**config.mk**
```make
export PLATFORM = sky130hd
export DESIGN_NAME = countdown_timer
export DESIGN_NICKNAME = d
export VERILOG_FILES = /design/src/rtl/countdown_timer.sv
export SDC_FILE = /design/constraint.sdc
export NUM_CORES = 1
export LEC_CHECK = 0
export ABC_AREA = 1
export CAP_MARGIN = 20
export CORE_MARGIN = 2
export CORE_UTILIZATION = 45
export DETAILED_ROUTE_END_ITERATION = 7
export PLACE_DENSITY = 0.74
export SKIP_CTS_REPAIR_TIMING = 1
export SLEW_MARGIN = 25
export SYNTH_ARGS = -nofsm -noshare
export SYNTH_HDL_FRONTEND = slang
export SYNTH_SLANG_ARGS = --single-unit
```
**constraint.sdc**
```tcl
create_clock -name clock_i -period 1.48 [get_ports clock_i]
set_input_delay 0.222 -clock clock_i [delete_from_list [all_inputs] [get_ports clock_i]]
set_output_delay 0.222 -clock clock_i [all_outputs]
set_load 0.02 [all_outputs]
```
**src/rtl/countdown_timer.sv**
```systemverilog
// Loadable down-counter with IDLE/RUN/DONE handshake, input clamping and optional
// auto-reload of the last loaded value on acknowledge.
module countdown_timer #(
    parameter int MAX_COUNTER_VALUE = 160,
    parameter int AUTO_RELOAD       = 0,
    localparam int W                = $clog2(MAX_COUNTER_VALUE + 1)
) (
    input  logic         clock_i,
    input  logic         reset_i,
    input  logic         load_i,
    input  logic [W-1:0] load_val_i,
    input  logic         enable_i,
    input  logic         ack_i,
    output logic         busy_o,
    output logic         finished_o,
    output logic [W-1:0] counter_val_o,
    output logic         range_err_o
);

    typedef enum logic [1:0] {
        IDLE = 2'd0,
        RUN  = 2'd1,
        DONE = 2'd2
    } state_t;

    localparam logic [W-1:0] MAX_VAL = W'(MAX_COUNTER_VALUE);

    state_t       state_q, state_d;
    logic [W-1:0] count_q, count_d;
    logic [W-1:0] reload_q, reload_d;
    logic         range_err_q, range_err_d;

    logic         over_range;
    logic [W-1:0] load_clamped;

    assign over_range   = (load_val_i > MAX_VAL);
    assign load_clamped = over_range ? MAX_VAL : load_val_i;

    always_comb begin
        // NOTE: every comb output gets a default first, so no path leaves one unassigned (no latch).
        state_d     = state_q;
        count_d     = count_q;
        reload_d    = reload_q;
        range_err_d = 1'b0;

        if (load_i) begin
            count_d     = load_clamped;
            reload_d    = load_clamped;
            range_err_d = over_range;
            state_d     = (load_clamped != '0) ? RUN : DONE;
        end else begin
            unique case (state_q)
                RUN: begin
                    if (enable_i) begin
                        // Guarded so a zero count can never wrap; reaching 0 ends the run.
                        if (count_q > W'(1)) begin
                            count_d = count_q - W'(1);
                        end else begin
                            count_d = '0;
                            state_d = DONE;
                        end
                    end
                end
                DONE: begin
                    if (ack_i) begin
                        if (AUTO_RELOAD != 0) begin
                            count_d = reload_q;
                            state_d = (reload_q != '0) ? RUN : DONE;
                        end else begin
                            count_d = '0;
                            state_d = IDLE;
                        end
                    end
                end
                default: begin
                    state_d = state_q;
                end
            endcase
        end
    end

    // NOTE: sequential state uses non-blocking assignments so every flop sees pre-edge values.
    always_ff @(posedge clock_i) begin
        if (!reset_i) begin
            state_q     <= IDLE;
            count_q     <= '0;
            reload_q    <= '0;
            range_err_q <= 1'b0;
        end else begin
            state_q     <= state_d;
            count_q     <= count_d;
            reload_q    <= reload_d;
            range_err_q <= range_err_d;
        end
    end

    assign busy_o        = (state_q == RUN);
    assign finished_o    = (state_q == DONE);
    assign counter_val_o = count_q;
    assign range_err_o   = range_err_q;

endmodule

```
Word-level counts from Yosys, hierarchy flattened
Cells that the tools add are included.
- $add $sub $neg: 1
- order comparisons: 2
- equal/unequal tests: 5
- multiplexer cells: 12
- reductions and logical operators: 5
- operators with widths (cell ; number):
    $mux W8 ; 5
    $pmux W8 S2 ; 1
    $mux W2 ; 5
    $ne A3 B3 Y1 const B ; 3
    $gt A8 B1 Y1 const B ; 1
    $gt A8 B8 Y1 const B ; 1
    $reduce_bool A8 Y1 ; 1
    $sub A8 B1 Y8 const B ; 1
    $pmux W2 S2 ; 1
    $reduce_and A4 Y1 ; 1
    $reduce_and A3 Y1 ; 1
    $reduce_bool A3 Y1 ; 1
    $eq A2 B1 Y1 const B ; 1
    $eq A2 B2 Y1 const B ; 1
    $reduce_and A2 Y1 ; 1
- register bits: 11
- input bits: 13
- logic and storage cells: 28

Logic depth before layout (Yosys ltp)
- depth in word-level cells: 5
- depth in mapped cells: 10
- gate-level depth less buffers: 10

Least setup slack after synthesis
No wires, ideal clock.
- kind: register -> register
- start point: reg count_q[0], in the netlist counter_val_o[0]
- end point: reg count_q[5], in the netlist counter_val_o[5]
- library setup time: 0.058 ns
- data arrival time: 1.431 ns
- data required time: 1.422 ns
- setup slack: -0.009 ns
- cell stages (with the launch flop): 10
- path buffers: 0
- period minus slack after synthesis: 1.489 ns
- cell sequence: dfxtp_1 > inv_1 > ha_1 > nor2_1 > nor2_1 > nand2_1 > nand2_1 > a21oi_2 > nand3_1 > nand2_1
- cells in the longest elaborated chain, start to end: 5
- elaborated cells on any way between the ends: 6
- classes of those cells: 1 x add/sub; 1 x order compare; 4 x mux
- ends and longest elaborated chain (element ; line ; RTL):
    start: declaration ; 29 ; logic [W-1:0] count_q, count_d;
    start signal: assignment ; 91 ; count_q <= count_d;
    $sub A8 B1 Y8 / $gt A8 B1 Y1 (equally long branches) ; 57, 56 ;
    $mux W8 (*) ; 56 ; if (count_q > W'(1)) begin
    $mux W8 (*) ; 54 ; if (enable_i) begin
    $pmux W8 S2 (*) ; 52 ; unique case (state_q)
    $mux W8 (*) ; 46 ; if (load_i) begin
Every way passes the cells marked *; elsewhere a longest branch is shown, timed or not. The select of a mux whose other input is x is not followed.
A chain may end at the register's enable or synchronous reset.

Worst setup path after layout
- start point: reg count_q[0], in the netlist counter_val_o[0]
- end point: out counter_val_o[0]
- RTL lines (element ; line ; RTL):
    end: declaration ; 16 ; output logic [W-1:0] counter_val_o,
No word-level cell between the ends.

==> results.py <==
metrics = {
    "status": {
        "outcome": "completed",
    },
    "final_layout": {
        "nets": 191,
        "multi_input_area_um2": 523,
        "drive_above_1_share_pct": 12.6,
        "final_common_cell": "nand2_1",
        "syn_to_final_growth_pct": 42.1,
        "seqCellArea_um2": 224,
        "antenna_cells": 0,
        "mostFrequentLayoutCells": "45 x nand2_1, 23 x inv_1, 17 x nand3_1, 14 x nor2_1, 14 x clkdlybuf4s50_1",
        "final_cell_area_um2": 1210,
        "final_cell_count_no_fill": 200,
        "fill_cells": 170,
    },
    "critical_path": {
        "crit_path_cell_trace": "clkdlybuf4s50_1",
        "worst_setup_path_end_kind": "output pin",
        "start_kind": "register",
        "max_stage_delay_ns": 0.60,
        "path_buf_inv": 1,
        "critical_path.top_delay_family": "buffers and inverters",
        "worstPathArrival_ns": 1.23,
        "crit_type": "register to output pin",
        "crit_cells": 1,
        "r2r_cells": 10,
        "crit_required_ns": 1.26,
        "cp_max_fo": 4,
        "cpMaxStageDelayCell": "clkdlybuf4s50_1",
    },
    "worst_hold_path": {
        "hold_class": "register to register",
        "min_path_cells": 2,
    },
    "global_routing": {
        "grt_pass1_wl_um": 3430,
        "grt_max_degree": 19,
        "grt_pass1_vias": 842,
        "grt_remaining_overflow": 0,
        "grt_antenna_before_repair": 0,
        "grtUsageTotal_pct": 21.2,
    },
    "pwr": {
        "power.internal_mw": 0.658,
        "switchingPower_mw": 0.434,
        "vdd_drop_max_mv": 0.533,
        "p_comb_share_pct": 46.0,
        "p_leak_nw": 0.725,
        "p_per_area_nw_per_um2": 904,
        "seqPwrFrac_pct": 34.5,
        "swShare_pct": 39.7,
        "pwr-share-clk_pct": 19.6,
    },
    "placement": {
        "port-buffer-count": 23,
        "postPlaceCellArea_um2": 1150,
        "dp_hpwl_um": 1720,
        "routabilityCongestion": 0.871,
        "placed_cells_incl_taps": 195,
    },
    "routing": {
        "via_per_inst": 4.78,
        "wl_per_cell_um": 10.7,
        "antenna_left": 0,
        "via_count": 956,
        "drt_drc_violations_left": 0,
        "drt-initial-drc-count": 19,
        "dr.pass1.iters": 4,
        "drt-total-wl_um": 2130,
    },
    "floorplanning": {
        "die_w_um": 47.5,
        "start_util_pct": 48.7,
        "fp.dieArea_um2": 2250,
        "fp-row-count": 15,
        "die_h_um": 47.5,
        "ios": 24,
        "core_um2": 1750,
    },
    "clocking": {
        "clk_pin_slew_worst_paths_ns": 0.07,
        "numCtsBuffers": 3,
        "cts_max_level": 1,
        "cts_tree": "built",
        "clockBufferDepth": 2,
        "clockRootBuffer": "clkbuf_4",
        "clock_latency_ns": 0.27,
        "cts_sinks": 11,
    },
    "sta": {
        "setup_viol": 0,
        "fin_crit_ns": 1.45,
        "slew_headroom_pct": 77.5,
        "finalMaxSlewViolations": 0,
        "rsz0062_at_grt": "false",
        "fin_worst_skew_ns": 0.00217,
        "fin_crit_sh_pct": 97.9,
        "fmaxAchievable_mhz": 690,
        "tightest_slew_ns": 0.334,
        "hold_viol": 0,
    },
    "yosys": {
        "ys_warn_count": 0,
        "synth_cell_types": 24,
        "synth.yosys.seq_area_share_pct": 25.9,
        "syn-num-nets": 157,
        "syn-cell-area_um2": 850,
        "synth-seq-cells": 11,
        "synth.avg_cell_area_um2": 5.98,
        "syn_inst": 142,
    },
    "job": {
        "cap_violations": 0,
    },
}
-- metrics by stage --
step | worst slack [ns] | TNS (ns) | power (mW) | util (%) | hold WS [ns]
2_1_floorplan | 0.0301 | 0 | 0.691 | - | 0.360
3_3_place_gp | -0.0466 | -0.0971 | 0.871 | 65.8 | 0.538
3_5_place_dp | -0.0799 | -0.237 | 0.877 | 65.8 | 0.533
4_1_cts | -0.231 | -0.781 | 1.09 | 67.3 | 0.544
5_1_grt | 0.00688 | 0 | 1.17 | 69.2 | 0.538
6_report | 0.0314 | 0 | 1.09 | 69.2 | 0.503
-- synthesized netlist by cell type --
cell type	instances	area share, %
nand2_1	45	20
inv_1	23	10
nand3_1	17	10
nor2_1	14	6.2
dfxtp_1	11	26
o21ai_0	5	2.9
a21oi_1	4	2.4
nand4_1	4	2.9
ha_1	2	2.9
nor2_4	2	2.7
o21a_1	2	1.8
a21oi_2	1	1.0
a31oi_1	1	0.74
buf_2	1	0.59
buf_6	1	1.3
inv_2	1	0.44
nand2_2	1	0.74
nand2_4	1	1.3
nand3_2	1	1.2
nand3_4	1	2.1
nand3b_1	1	0.88
nor3_1	1	0.59
nor4_1	1	0.74
o21ai_1	1	0.59
-- path summary, 6_finish.rpt --
check	to	slack (ns)	startpoint
worst max-delay path	counter_val_o[0]	0.03	counter_val_o[0]$_SDFFE_PN0P_
worst min-delay path	state_q[0]$_SDFFE_PN0P_	0.50	state_q[0]$_SDFFE_PN0P_
worst max register to register	state_q[1]$_SDFFE_PN0P_	0.10	counter_val_o[1]$_SDFFE_PN0P_
worst min register to register	state_q[0]$_SDFFE_PN0P_	0.50	state_q[0]$_SDFFE_PN0P_
-- layout make-up --
class | count | area share [%]
repair buffers | 31 | 25.9
clock buffers | 4 | 2.18
inverters | 24 | 7.46
flip-flops and latches | 11 | 18.5
well taps | 25 | 2.59
multi-input cells | 105 | 43.3
-- per-layer routing --
layer  up-vias  track usage, %  wire [um]
li1        519               -          -
met1       402            27.9        961
met2        31            37.0       1050
met3         4            1.13         86
met4         0            6.67         31
met5         -               0          0
-- registers in the layout, indices dropped and copies added, names as in the netlist --
signal / flops
counter_val_o: 8
range_err_o: 1
state_q: 2
-- logic make-up (layout without fill, tap and decap cells) --
group / count (synthesis) / in the layout / synth area share [%]
compound gates: 14 / 14 / 9.42
fa+ha+maj: 2 / 2 / 2.95
buf+inv: 26 / 59 / 12.5
flops: 11 / 11 / 25.9
simple gates: 89 / 89 / 49.2
-- power by group through the flow --
stage               combinational (mW)  sequential, mW  clock, mW
detailed placement               0.494           0.383          0
finish                           0.502           0.376      0.214
CTS                              0.497           0.376      0.218
global route                     0.564           0.382      0.224
global placement                 0.489           0.382          0
floorplan                        0.280           0.412          0
Power figures use the tool's default switching activity.
